[src/rtl/pc_update_unit_pkg.sv]
// Shared types and helpers for the PC update unit.
// State encoding, redirect-source codes and the J-type target helper.
package pc_update_unit_pkg;

    typedef enum logic {
        ST_RUN  = 1'b0,
        ST_SLOT = 1'b1
    } state_e;

    typedef enum logic [1:0] {
        SRC_SEQ = 2'd0,
        SRC_BR  = 2'd1,
        SRC_J   = 2'd2,
        SRC_JR  = 2'd3
    } src_e;

    localparam logic [31:0] PC_STEP = 32'd4;

    // J-type target: keep the 256 MB region of the jump's PC+4.
    function automatic logic [31:0] jump_target(input logic [31:0] pc_plus4,
                                                input logic [25:0] index);
        return {pc_plus4[31:28], index, 2'b00};
    endfunction

endpackage

[src/rtl/pc_update_unit_pc_target_mux.sv]
// Redirect source priority select (jr > jump > branch) and target arithmetic.
// Purely combinational; all arithmetic wraps mod 2^32.
import pc_update_unit_pkg::*;

module pc_target_mux (
    input  logic [31:0] seq_pc,
    input  logic [31:0] id_pc_plus4,
    input  logic [31:0] br_offset_sl2,
    input  logic        branch_taken,
    input  logic        jump,
    input  logic [25:0] jump_index,
    input  logic        jr,
    input  logic [31:0] jr_addr,
    output src_e        src,
    output logic [31:0] target,
    output logic        jr_misalign
);

    // Priority select of the redirect source and its target address.
    always_comb begin
        src    = SRC_SEQ;
        target = seq_pc;
        if (jr) begin
            src    = SRC_JR;
            target = {jr_addr[31:2], 2'b00};
        end else if (jump) begin
            src    = SRC_J;
            target = jump_target(id_pc_plus4, jump_index);
        end else if (branch_taken) begin
            src    = SRC_BR;
            target = id_pc_plus4 + br_offset_sl2;
        end
    end

    assign jr_misalign = jr & (jr_addr[1:0] != 2'b00);

endmodule

[src/rtl/pc_update_unit.sv]
// Program counter owner: PC register, pending-target register and the
// redirect FSM feeding the instruction-fetch valid/ready handshake.
// Optional MIPS delay slot enabled by defining DELAY_SLOT_EN.
//
// state | meaning
// ------+-----------------------------------------------------------------
// RUN   | normal sequencing; redirects are accepted
// SLOT  | delay-slot pc still waiting for fetch; tgt_q is issued on next adv
import pc_update_unit_pkg::*;

module pc_update_unit #(
    parameter logic [31:0] RESET_VECTOR = 32'h0000_0000
) (
    input  logic        clk,
    input  logic        rst_n,
    input  logic        stall,
    input  logic        if_ready,
    input  logic [31:0] id_pc_plus4,
    input  logic [31:0] br_offset_sl2,
    input  logic        branch_taken,
    input  logic        jump,
    input  logic [25:0] jump_index,
    input  logic        jr,
    input  logic [31:0] jr_addr,
    output logic [31:0] pc,
    output logic        pc_valid,
    output logic [31:0] pc_plus4,
    output logic        flush_if,
    output logic        misalign_err
);

    state_e      state;
    src_e        src;
    logic [31:0] target;
    logic        jr_misalign;
    logic        redirect;
    logic        accept;
    logic        adv;
`ifdef DELAY_SLOT_EN
    logic [31:0] tgt_q;
`endif

    pc_target_mux u_mux (
        .seq_pc        (pc_plus4),
        .id_pc_plus4   (id_pc_plus4),
        .br_offset_sl2 (br_offset_sl2),
        .branch_taken  (branch_taken),
        .jump          (jump),
        .jump_index    (jump_index),
        .jr            (jr),
        .jr_addr       (jr_addr),
        .src           (src),
        .target        (target),
        .jr_misalign   (jr_misalign)
    );

    assign pc_plus4 = pc + PC_STEP;
    assign adv      = pc_valid & if_ready & ~stall;
    assign redirect = (src != SRC_SEQ);
    // Redirect inputs are ignored while a delay-slot target is pending.
    assign accept   = redirect & (state == ST_RUN);

`ifdef DELAY_SLOT_EN
    // The current pc is the delay slot, so IF never needs killing.
    assign flush_if = 1'b0;
`else
    assign flush_if = rst_n & accept;
`endif

    // PC register, pending target and redirect FSM.
    always_ff @(posedge clk) begin
        if (!rst_n) begin
            pc           <= RESET_VECTOR;
            pc_valid     <= 1'b0;
            misalign_err <= 1'b0;
            state        <= ST_RUN;
`ifdef DELAY_SLOT_EN
            tgt_q        <= 32'h0000_0000;
`endif
        end else begin
            pc_valid     <= 1'b1;
            misalign_err <= accept & (src == SRC_JR) & jr_misalign;
`ifdef DELAY_SLOT_EN
            case (state)
                ST_RUN: begin
                    if (redirect) begin
                        if (adv) begin
                            pc <= target;
                        end else begin
                            tgt_q <= target;
                            state <= ST_SLOT;
                        end
                    end else if (adv) begin
                        pc <= pc_plus4;
                    end
                end
                ST_SLOT: begin
                    if (adv) begin
                        pc    <= tgt_q;
                        state <= ST_RUN;
                    end
                end
                default: state <= ST_RUN;
            endcase
`else
            // Without a delay slot the redirect overrides backpressure and stall.
            state <= ST_RUN;
            if (accept) begin
                pc <= target;
            end else if (adv) begin
                pc <= pc_plus4;
            end
`endif
        end
    end

endmodule

[config.mk]
export PLATFORM = sky130hd
export DESIGN_NAME = pc_update_unit
export DESIGN_NICKNAME = d
export VERILOG_FILES = /design/src/rtl/pc_update_unit_pkg.sv /design/src/rtl/pc_update_unit_pc_target_mux.sv /design/src/rtl/pc_update_unit.sv
export SDC_FILE = /design/constraint.sdc
export NUM_CORES = 1
export LEC_CHECK = 0
export ABC_AREA = 1
export ABC_CLOCK_PERIOD_IN_PS = 6600
export BUFFER_PORTS_ARGS = -buffer_cell sky130_fd_sc_hd__buf_2
export CAP_MARGIN = 15
export CORE_AREA = 2 2 112 114
export DETAILED_ROUTE_END_ITERATION = 8
export DIE_AREA = 0 0 114 116
export GPL_ROUTABILITY_DRIVEN = 0
export GPL_TIMING_DRIVEN = 0
export PLACE_DENSITY = 0.74
export SETUP_SLACK_MARGIN = 0.2
export SYNTH_ARGS = -nofsm -noshare
export SYNTH_HDL_FRONTEND = slang
export SYNTH_SLANG_ARGS = --single-unit
[constraint.sdc]
create_clock -name clk -period 6.6 [get_ports clk]
set_input_delay 1.98 -clock clk [delete_from_list [all_inputs] [get_ports clk]]
set_output_delay 1.98 -clock clk [all_outputs]
set_load 0.02 [all_outputs]
==> qor_table.md <==
| Parameter | Reported | Unit |
|---|---|---|
| Routed via count divided by cell count | 5.403 | - |
| Number of flip-flops and latches in the synthesized netlist | 34 | - |
| Post-synthesis net count | 1118 | - |
| Combinational family with the most area after synthesis | simple AND/OR/NAND/NOR gates | - |
| Number of buffers added by the clock tree synthesis step | 5 | - |
| Std-Cell Core Area | 0.01191 | mm^2 |
| Total die area | 0.01322 | mm^2 |
| Buffers added on ports | 192 | - |
| Area of the mapped netlist | 0.005291 | mm^2 |
| Async SR Flop Fraction | 0 | - |
| Fraction of the mapped netlist area in adder cells | 0.07945 | - |
| Share of cell area taken by muxes after synthesis | 0 | - |
| Peak VDD IR | 0.0001311 | V |
| Class of the most critical hold timing path | flop to flop | - |
| Post-Place Cells | 1295 | - |
| Root Buffer | sky130_fd_sc_hd__clkbuf_16 | - |
| Static power due to leakage | 3.598 | nW |
| Yosys warning total | 0 | - |
| Half-perimeter wire length after detailed placement | 16830 | um |
| Syn_area_per_cell | 5.535 | um^2 |
| Clock-pin transition on the worst setup and hold timing paths | 0.06 | ns |
| Result of the run | finished, final reports clean | - |
| Post-route antenna net violation count | 0 | - |
| Num rows | 40 | - |
| Final critical path time including I/O delays and setup | 5.453 | ns |
| Total track usage | 0.3033 | - |
| Worst Setup Path Type | input port to primary output | - |
| Die Span X | 114 | um |
| Fraction of layout cells with a size suffix above 1 | 0.2171 | - |
| Yosys top cell by area | sky130_fd_sc_hd__nand2_1 | - |
| Biggest area contributors in the synthesized netlist | sky130_fd_sc_hd__nand2_1 (21%), sky130_fd_sc_hd__dfxtp_1 (13%), sky130_fd_sc_hd__inv_1 (8.2%) | - |
| Final worst path period share | 0.8262 | - |
| First-pass GRT wire length | 31770 | um |
| Routed wire per std cell | 15.44 | um |
| CTS hold repair buffers | 0 | - |
| Maximum clock frequency | 183.4 | MHz |
| Total via count after detailed routing | 7040 | - |
| Post-route worst hold slack | 0.4995 | ns |
| Cell variety after synth | 50 | - |
| Sort of element at the start of the critical path | input port | - |
| CTS tree | done | - |
| Resize count post-CTS | 0 | - |
| Main flop type after synthesis | sky130_fd_sc_hd__dfxtp_1 | - |
| Maximum level of the CTS H-tree | 2 | - |
| Die Span Y | 116 | um |
| Number of antenna violations at the first check in global routing | 0 | - |
| Count of routing violations after the opening detailed-route iteration | 610 | - |
| Area fraction of the dominant cell type after synthesis | 0.2142 | - |
| Post-Synthesis Cells | 956 | - |
| Number of buffers between clock root and the deepest sink | 2 | - |
| Vias in the first global route | 6378 | - |
| Final setup viols | 0 | - |
| Final cell count without fillers | 1303 | - |
| Setup fix buffers added after clock tree synthesis | 0 | - |
| # IOs | 196 | - |
| Number of synthesized flops with an enable pin | 0 | - |
| Pin count of the biggest net entering global routing | 13 | - |
| WP data arrival | 3.47 | ns |
| Antenna Diode Count | 0 | - |
| Max_cap viols | 0 | - |
| Remaining global-route overflow | 0 | - |
| Pwr Total | 989.5 | uW |
| Nature of the critical path endpoint | primary output | - |
| Total power per unit cell area | 149.8 | mW/mm^2 |
| Sink count of the clock tree | 34 | - |
| Post-Route Skew | 0.006864 | ns |
| Area added between synthesis and finish | 24.85 | % |
| Routed Wire Length | 20110 | um |
| DRC errors left | 0 | - |
| Rel. slew slack | 0.5606 | - |
| Clock latency on the worst-skew pair | 0.29 | ns |
| Compound-cell area share of the yosys netlist | 0.1743 | - |
| Final hold violation count | 0 | - |
| Required time reported for the critical path endpoint | 4.62 | ns |
| Worst Path Max Fanout | 10 | - |
| Sequential fraction of the synthesis area | 0.1286 | - |
| Total negative setup slack | 0 | ns |
| Xor/xnor share of the synthesized area | 0.05013 | - |
| Slew Viols, Final | 0 | - |
| Starting Density | 0.4442 | - |
| Unrepaired setup endpoints after global routing | no | - |
| Net total in the final layout | 1317 | - |
| Slew at the pin closest to its max-slew limit | 0.6567 | ns |
| First-pass detailed-route iteration total | 5 | - |
| Area fraction in and, or, nand and nor cells after synthesis | 0.4538 | - |
==> flip-flops by register name, indices dropped and copies added (netlist names) <==
register and flops:
misalign_err 1, pc 32, pc_valid 1
==> kinds of logic (layout without fill, tap and decap cells) <==
kind of cell | Yosys count | after routing
xor gates and xnor gates | 26 | 26
adders and majority gates | 33 | 33
DFF | 34 | 34
AOI/OAI and AO/OA | 170 | 170
buffers and inverters | 150 | 350
and+or+nand+nor | 543 | 543
==> through the flow <==
step                      setup slack (ns)    util  area [um^2]
after detailed placement             1.209  0.5403         6436
after floorplan                      1.715       -         5291
final                                1.147  0.5546         6606
after CTS                            1.203  0.5546         6606
after global routing                 1.096  0.5546         6606
after global placement               1.203  0.5403         6436
==> path summary, 6_finish.rpt <==
| path | start | end | slack, ns | cells past startpoint |
|---|---|---|---|---|
| min reg2reg | pc[0] | pc[0] | 0.50 | 2 |
| max reg2reg | pc[2] | pc[24] | 4.47 | 9 |
| max | jump | flush_if | 1.15 | 7 |
| min | pc[0] | pc[0] | 0.50 | 2 |
==> per-layer routing <==
metal | wire length [um] | part of all wire | global-route usage
met1 | 8683 | 0.43 | 0.4292
met2 | 8626 | 0.43 | 0.4786
met3 | 2203 | 0.11 | 0.04132
met4 | 600 | 0.030 | 0.09593
met5 | 0 | 0 | 0
==> worst max-delay path, cell delays in order <==
cell                       delay, ns
sky130_fd_sc_hd__buf_2          0.23
sky130_fd_sc_hd__nor2_8         0.23
sky130_fd_sc_hd__inv_2          0.13
sky130_fd_sc_hd__nor2_8         0.18
sky130_fd_sc_hd__clkbuf_1       0.46
sky130_fd_sc_hd__nor2_1         0.08
sky130_fd_sc_hd__buf_2          0.18
==> layout make-up <==
type / count / area [um^2]
clock buffer: 5 / 125.1
multi-input combinational: 772 / 4009
tap: 147 / 183.9
buffer: 26 / 135.1
inverter: 124 / 466.7
timing repair buffer: 192 / 960.9
clock inverter: 3 / 45.04
sequential: 34 / 680.7
fill: 1323 / 5305
==> cells in the final DEF, fill, tap and decap left out, drive strengths merged <==
master,count
nand4,10
clkbuf,20
o211ai,8
inv,122
xor2,15
nor3,20
buf,203
nand3,72
nor2,119
a22oi,1
a21boi,1
o22ai,1
clkinv,2
o221ai,6
nand3b,3
nor4b,2
a21oi,87
a21o,1
xnor2,11
dfxtp,34
or2,7
clkinvlp,2
nor4,1
o21ai,57
o21bai,5
ha,32
nand2,308
bufinv,1
a31oi,3
fa,1
and2,1
==> cell usage after synthesis (all sizes together), types with 5 or more instances <==
library cell / instances
clkbuf: 15
o211ai: 8
or2: 7
xor2: 15
xnor2: 11
inv: 122
o21ai: 57
nand3: 72
nor3: 20
nand2: 308
buf: 11
o221ai: 6
nor2: 119
nand4: 10
ha: 32
a21oi: 87
o21bai: 5
dfxtp: 34
==> report_power, final <==
group / switching, mW / internal (mW)
logic: 0.297 / 0.162
registers: 0.0321 / 0.223
clock network: 0.0975 / 0.178
Power figures use the tool's default switching activity.
